**src/rtl/light_pkg.sv**
```systemverilog
// Shared constants and helpers for the N-phase traffic-light sequencer.
package light_pkg;

    typedef enum logic [1:0] {
        PH_GREEN  = 2'd0,
        PH_YELLOW = 2'd1,
        PH_RED    = 2'd2
    } light_phase_e;

    localparam int unsigned DEF_NUM_PHASES = 3;
    localparam int unsigned DEF_CNT_WIDTH  = 5;

    function automatic int unsigned clog2_min1(input int unsigned n);
        int unsigned w;
        w = $clog2(n);
        return (w == 0) ? 1 : w;
    endfunction

    // Packs three durations with phase i at bits [i*W +: W].
    function automatic logic [DEF_NUM_PHASES*DEF_CNT_WIDTH-1:0] pack_dur3(
        input logic [DEF_CNT_WIDTH-1:0] green,
        input logic [DEF_CNT_WIDTH-1:0] yellow,
        input logic [DEF_CNT_WIDTH-1:0] red
    );
        return {red, yellow, green};
    endfunction

endpackage

```
**src/rtl/light_dur_regfile.sv**
```systemverilog
// Per-phase duration registers: one write port, one read port with write bypass.
module light_dur_regfile
    import light_pkg::*;
#(
    parameter int unsigned pNUM_PHASES = 3,
    parameter int unsigned pCNT_WIDTH  = 5,
    parameter int unsigned pIDX_WIDTH  = 2,
    parameter logic [pNUM_PHASES*pCNT_WIDTH-1:0] pDEF_DUR = '0
)(
    input  logic                  clk,
    input  logic                  rst,
    input  logic                  we,
    input  logic [pIDX_WIDTH-1:0] wr_idx,
    input  logic [pCNT_WIDTH-1:0] wr_data,
    input  logic [pIDX_WIDTH-1:0] rd_idx,
    output logic [pCNT_WIDTH-1:0] rd_data
);

    localparam logic [pIDX_WIDTH:0] NUM = pNUM_PHASES[pIDX_WIDTH:0];

    logic [pCNT_WIDTH-1:0] mem [pNUM_PHASES];
    logic                  wr_ok;
    logic                  rd_ok;

    assign wr_ok = we && ({1'b0, wr_idx} < NUM);
    assign rd_ok = {1'b0, rd_idx} < NUM;

    always_ff @(posedge clk) begin
        if (rst) begin
            for (int unsigned i = 0; i < pNUM_PHASES; i++) begin
                mem[i] <= pDEF_DUR[i*pCNT_WIDTH +: pCNT_WIDTH];
            end
        end else if (wr_ok) begin
            mem[wr_idx] <= wr_data;
        end
    end

    // A write landing on the index being loaded this cycle wins over the stored value.
    always_comb begin
        rd_data = '0;
        if (wr_ok && (wr_idx == rd_idx)) begin
            rd_data = wr_data;
        end else if (rd_ok) begin
            rd_data = mem[rd_idx];
        end
    end

endmodule

```
**src/rtl/light_phase_sequencer.sv**
```systemverilog
// N-phase round-robin light sequencer with programmable per-phase durations,
// hold, forced phase jump and one-hot lamp drive.
module light_phase_sequencer
    import light_pkg::*;
#(
    parameter int unsigned pNUM_PHASES = DEF_NUM_PHASES,
    parameter int unsigned pCNT_WIDTH  = DEF_CNT_WIDTH,
    parameter logic [pNUM_PHASES*pCNT_WIDTH-1:0] pDEF_DUR = pack_dur3(5'd14, 5'd2, 5'd17),
    localparam int unsigned pIDX_WIDTH = clog2_min1(pNUM_PHASES)
)(
    input  logic                   clk,
    input  logic                   rst,
    input  logic                   en,
    input  logic                   hold,
    input  logic                   force_vld,
    input  logic [pIDX_WIDTH-1:0]  force_phase,
    input  logic                   cfg_we,
    input  logic [pIDX_WIDTH-1:0]  cfg_idx,
    input  logic [pCNT_WIDTH-1:0]  cfg_val,
    output logic [pIDX_WIDTH-1:0]  phase_idx,
    output logic [pNUM_PHASES-1:0] phase_onehot,
    output logic [pCNT_WIDTH-1:0]  cnt_out,
    output logic                   last,
    output logic                   phase_start
);

    localparam logic [pIDX_WIDTH:0]   NUM      = pNUM_PHASES[pIDX_WIDTH:0];
    localparam int unsigned           LAST_INT = pNUM_PHASES - 1;
    localparam logic [pIDX_WIDTH-1:0] LAST_PH  = LAST_INT[pIDX_WIDTH-1:0];

    logic [pIDX_WIDTH-1:0] phase_q;
    logic [pIDX_WIDTH-1:0] phase_d;
    logic [pIDX_WIDTH-1:0] next_phase;
    logic [pIDX_WIDTH-1:0] rd_idx;
    logic [pCNT_WIDTH-1:0] cnt_q;
    logic [pCNT_WIDTH-1:0] cnt_d;
    logic [pCNT_WIDTH-1:0] dur_rd;
    logic                  start_q;
    logic                  start_d;
    logic                  force_ok;

    assign force_ok   = force_vld && ({1'b0, force_phase} < NUM);
    assign next_phase = (phase_q == LAST_PH) ? '0 : phase_q + 1'b1;
    // Only one load can happen per cycle, so a single read port serves both force and wrap.
    assign rd_idx     = force_ok ? force_phase : next_phase;

    light_dur_regfile #(
        .pNUM_PHASES (pNUM_PHASES),
        .pCNT_WIDTH  (pCNT_WIDTH),
        .pIDX_WIDTH  (pIDX_WIDTH),
        .pDEF_DUR    (pDEF_DUR)
    ) u_dur (
        .clk     (clk),
        .rst     (rst),
        .we      (cfg_we),
        .wr_idx  (cfg_idx),
        .wr_data (cfg_val),
        .rd_idx  (rd_idx),
        .rd_data (dur_rd)
    );

    always_comb begin
        phase_d = phase_q;
        cnt_d   = cnt_q;
        start_d = 1'b0;
        if (force_ok) begin
            phase_d = force_phase;
            cnt_d   = dur_rd;
            start_d = 1'b1;
        end else if (!hold && en) begin
            if (cnt_q != '0) begin
                cnt_d = cnt_q - 1'b1;
            end else begin
                phase_d = next_phase;
                cnt_d   = dur_rd;
                start_d = 1'b1;
            end
        end
    end

    always_ff @(posedge clk) begin
        if (rst) begin
            phase_q <= pIDX_WIDTH'(PH_GREEN);
            cnt_q   <= pDEF_DUR[pCNT_WIDTH-1:0];
            start_q <= 1'b1;
        end else begin
            phase_q <= phase_d;
            cnt_q   <= cnt_d;
            start_q <= start_d;
        end
    end

    always_comb begin
        phase_onehot = '0;
        for (int unsigned i = 0; i < pNUM_PHASES; i++) begin
            phase_onehot[i] = (phase_q == i[pIDX_WIDTH-1:0]);
        end
    end

    assign phase_idx   = phase_q;
    assign cnt_out     = cnt_q;
    assign last        = (cnt_q == '0);
    assign phase_start = start_q;

endmodule
```
**config.mk**
```make
export PLATFORM = sky130hd
export DESIGN_NAME = light_phase_sequencer
export DESIGN_NICKNAME = d
export VERILOG_FILES = /design/src/rtl/light_pkg.sv /design/src/rtl/light_dur_regfile.sv /design/src/rtl/light_phase_sequencer.sv
export SDC_FILE = /design/constraint.sdc
export NUM_CORES = 1
export LEC_CHECK = 0
export ABC_AREA = 1
export CAP_MARGIN = 30
export CORE_AREA = 3 3 46 68
export DETAILED_ROUTE_END_ITERATION = 6
export DIE_AREA = 0 0 49 71
export GPL_ROUTABILITY_DRIVEN = 1
export PLACE_DENSITY = 0.87
export SLEW_MARGIN = 10
export SYNTH_ARGS = -nofsm -noshare
export SYNTH_HDL_FRONTEND = slang
export SYNTH_SLANG_ARGS = --single-unit
```
**constraint.sdc**
```tcl
create_clock -name clk -period 2.15 [get_ports clk]
set_input_delay 0.215 -clock clk [delete_from_list [all_inputs] [get_ports clk]]
set_output_delay 0.215 -clock clk [all_outputs]
set_load 0.02 [all_outputs]
```
==> results_tabular.tex, run 1 <==
\begin{tabular}{lr}
\hline
Metric & Value \\
\hline
\multicolumn{2}{l}{\textbf{Die}} \\
\quad DIE WIDTH & 49 µm \\
\quad Die height & 71 µm \\
\quad Starting utilization of the core area & roughly half \\
\quad CORE AREA & 0.00268 mm² \\
\quad Full die area & between 0.003 and 0.004 mm² \\
\quad Count of pins on the block boundary & 27 \\
\quad Row cnt & 23 \\
\multicolumn{2}{l}{\textbf{Synth}} \\
\quad Distinct cell type count of the synthesized netlist & 24 \\
\quad Share of flip-flops with an asynchronous set or reset & 0\% \\
\quad Most instantiated library cell after synthesis & sky130\_fd\_sc\_hd\_\_nand2\_1 \\
\quad Sequential fraction of the synthesis area & 44.4\% \\
\quad Synthesized area & approximately 0.0014 mm² \\
\quad Syn\_area\_per\_cell & between 7 and 8 µm² \\
\quad Largest cells by area after synthesis & sky130\_fd\_sc\_hd\_\_edfxtp\_1 (33\%), sky130\_fd\_sc\_hd\_\_dfxtp\_1 (12\%), sky130\_fd\_sc\_hd\_\_nand2\_1 (10\%) \\
\quad Synthesized net count & 195 \\
\quad Number of register bits inferred by synthesis & 23 \\
\quad Main flop type after synthesis & sky130\_fd\_sc\_hd\_\_edfxtp\_1 \\
\quad Cell types with the highest counts after synthesis & sky130\_fd\_sc\_hd\_\_nand2\_1 (38), sky130\_fd\_sc\_hd\_\_inv\_1 (30), sky130\_fd\_sc\_hd\_\_nand3\_1 (21) \\
\quad Share of the synthesized area in the top cell type & between 30\% and 40\% \\
\quad Leading area contributor after synthesis & sky130\_fd\_sc\_hd\_\_edfxtp\_1 \\
\quad Synthesized instance count & 179 \\
\quad Number of enable-type register cells in the synthesized netlist & 15 \\
\quad Total number of yosys warnings & 0 \\
\multicolumn{2}{l}{\textbf{Place}} \\
\quad HPWL after DPL & around 2500 µm \\
\quad Placement-stage worst setup slack & around 0.22 ns \\
\quad Final RePlAce weighted congestion & between 0.8 and 0.9 \\
\quad Count of input and output buffers & 26 \\
\quad Placed Cells incl. Taps & roughly 240 \\
\multicolumn{2}{l}{\textbf{Drt}} \\
\quad Via/cell ratio & 5.30 \\
\quad First-pass DRT Iterations & 4 \\
\quad Number of nets with antenna violations after detailed routing & 0 \\
\quad Vias & $\sim$1300 \\
\quad Sum of routed wire length over all layers & $\sim$3200 µm \\
\quad Drc violations & 0 \\
\quad DR WL/cell & roughly 13 µm \\
\quad First DRT Iteration DRCs & 36 \\
\multicolumn{2}{l}{\textbf{STA}} \\
\quad Max Clock Skew & 0.00960 ns \\
\quad Number of endpoints failing setup at the final stage & 0 \\
\quad Unrepaired setup endpoints after global routing & no \\
\quad Max-slew violation count & 0 \\
\quad Worst setup slack after layout & 0.181 ns \\
\quad Max transition margin & between 80\% and 90\% \\
\quad Tmin final & about 2 ns \\
\quad Slew at the pin closest to its max-slew limit & between 0.2 and 0.25 ns \\
\quad Maximum clock rate & 508 MHz \\
\quad Final Hold Violating Endpoints & 0 \\
\quad Share of the clock period used by the worst path after layout & 91.6\% \\
\quad Final-layout worst hold slack & around 0.49 ns \\
\quad Final sum of negative setup slack & 0 ns \\
\multicolumn{2}{l}{\textbf{Cells and area}} \\
\quad N\_diodes & 0 \\
\quad Multi-input logic area & 628 µm² \\
\quad Register area & a little over 600 µm² \\
\quad Post-Route Utilization & 64.6\% \\
\quad Share of post-route cells with drive strength above 1 & 11.4\% \\
\quad Non-filler instance count after layout & approximately 250 \\
\quad Fillcell total & between 200 and 250 \\
\quad Area growth from synthesis to final layout & 25.9\% \\
\quad Net count, final & about 230 \\
\multicolumn{2}{l}{\textbf{Critical path}} \\
\quad Req. time, crit path & just under 2 ns \\
\quad Crit path buf inv count & 2 \\
\quad Cells traversed along the worst timing path & inv\_1 -> ha\_1 -> nand3\_1 -> nor2\_1 -> clkdlybuf4s50\_1 \\
\quad Cell with the largest stage delay on the worst path & sky130\_fd\_sc\_hd\_\_clkdlybuf4s50\_1 \\
\quad Gate family responsible for the most delay along the worst path & buffers and inverters \\
\quad Element type at the critical path end & output port \\
\quad Slack of the worst reg-to-reg path & 0.59 ns \\
\quad CP startpoint kind & flip-flop \\
\quad CP arrival & 1.75 ns \\
\quad Crit Path Class & flip-flop to output port \\
\quad Largest stage delay on the critical path & approximately 0.62 ns \\
\quad Top fanout value on the critical path & 3 \\
\multicolumn{2}{l}{\textbf{Clocking}} \\
\quad CTS sink cnt & 23 \\
\quad Largest buffer count on any clock path & 2 \\
\quad Clock latency of the later-clocked register in the worst-skew pair & between 0.2 and 0.3 ns \\
\quad Clock tree from TritonCTS & yes \\
\quad Gates resized, CTS repair & 0 \\
\quad Buffers inserted by post-CTS timing repair & 0 \\
\quad Library cell used as clock root buffer & sky130\_fd\_sc\_hd\_\_clkbuf\_8 \\
\quad Hold-fix buffer count after cts & 0 \\
\quad Clock transition time at the flip-flop clock pins of the worst setup and hold paths & about 0.09 ns \\
\quad Clock buffers created by TritonCTS & 3 \\
\quad Number of levels in the clock H-tree & 1 \\
\multicolumn{2}{l}{\textbf{Global routing}} \\
\quad Residual overflow from global routing & 0 \\
\quad Overall track demand over capacity in global routing & between 10\% and 20\% \\
\quad Global-route wire length before repair & roughly 5300 µm \\
\quad Via count of the first global-routing pass & roughly 1300 \\
\quad Number of antenna violations at the first check in global routing & 0 \\
\quad Largest net degree at the start of global routing & 13 \\
\multicolumn{2}{l}{\textbf{Pwr}} \\
\quad Worst vdd rail ir drop & 0.444 mV \\
\quad Lkg Pwr & 0.000777 µW \\
\quad Cell Pwr Density & 642 mW/mm² \\
\multicolumn{2}{l}{\textbf{Run}} \\
\quad Total of max-cap violations & 0 \\
\multicolumn{2}{l}{\textbf{Min path}} \\
\quad HP Class & flip-flop to flip-flop \\
\multicolumn{2}{l}{\textbf{Run status}} \\
\quad Result of the run & finished clean \\
\hline
\end{tabular}
## cell usage in the layout (no fill, tap or decap), drive strengths merged
master         netlist  final
a31oi                1      1
nand3               22     22
a21oi                4      4
inv                 32     32
xor2                 2      2
dfxtp                8      8
buf                  1      2
o211ai               1      1
clkbuf               0      4
nand2               49     49
nor2                20     20
edfxtp              15     15
clkinv               1      1
a21boi               1      1
nor3                 1      1
clkdlybuf4s50        0     26
ha                   1      1
o21ai               20     20
## cell type report
class	instances	area share [%]
well taps	37	2.68
clock buffers	4	2.60
inverters	33	7.16
flip-flops and latches	23	35.3
multi-input cells	122	36.3
repair buffers	28	15.9
## cell families after synthesis
group	synth area share [%]
AO/OA/AOI/OAI	11.4
XOR/XNOR	1.28
adder cells (fa/ha/maj)	0.911
AND/OR/NAND/NOR	32.1
buffers and inverters	9.84
flip-flops	44.4
## metal layers
metal	GRT usage, %	routed length (µm)	vias to the layer above
met4	14.2	167	0
met2	36.8	1690	60
met3	2.95	131	18
met1	18.9	1170	596
met5	0	0	-
li1	-	-	634
## registers in the layout, summed over array words and instances, names as in the netlist
name and count:
u_dur.mem 15, cnt_out 5, phase_start 1, phase_idx 2
## where the power goes
group / leakage [µW] / switching [µW] / internal (µW)
Sequential: 0.000214 / 19.1 / 507
Clock: 0.0000228 / 146 / 133
Combinational: 0.000541 / 184 / 123
## worst min-delay path, delay by kind of cell, from the launching register on
| kind | cells | cell delay (ns) |
|---|---|---|
| DFF | 1 | 0.33 |
| AOI/OAI and AO/OA | 1 | 0.06 |
| and+or+nand+nor | 1 | 0.06 |
## final timing paths
path / start / end / cells past startpoint
worst min register to register: cnt_out[0] / cnt_out[0] / 2
worst min-delay path: cnt_out[0] / cnt_out[0] / 2
worst max register to register: cnt_out[0] / phase_idx[1] / 10
worst max-delay path: cnt_out[0] / last / 5
## metrics by stage
step           power [µW]  cell area, µm²
3_5_place_dp          837            1680
3_3_place_gp          829            1680
4_1_cts              1100            1730
2_1_floorplan         726            1370
5_1_grt              1160            1730
6_report             1110            1730
Note: power is estimated with default switching activity, not from simulation.
==> run 2, diff against run 1 <==
--- a/config.mk
+++ b/config.mk
@@ -12,7 +12,7 @@
 export DIE_AREA = 0 0 49 71
 export GPL_ROUTABILITY_DRIVEN = 1
 export PLACE_DENSITY = 0.87
-export SLEW_MARGIN = 10
+export SLEW_MARGIN = 5
 export SYNTH_ARGS = -nofsm -noshare
 export SYNTH_HDL_FRONTEND = slang
 export SYNTH_SLANG_ARGS = --single-unit
==> results of run 2 <==
Same layout as run 1: the final DEF is identical, and so are final timing and power.
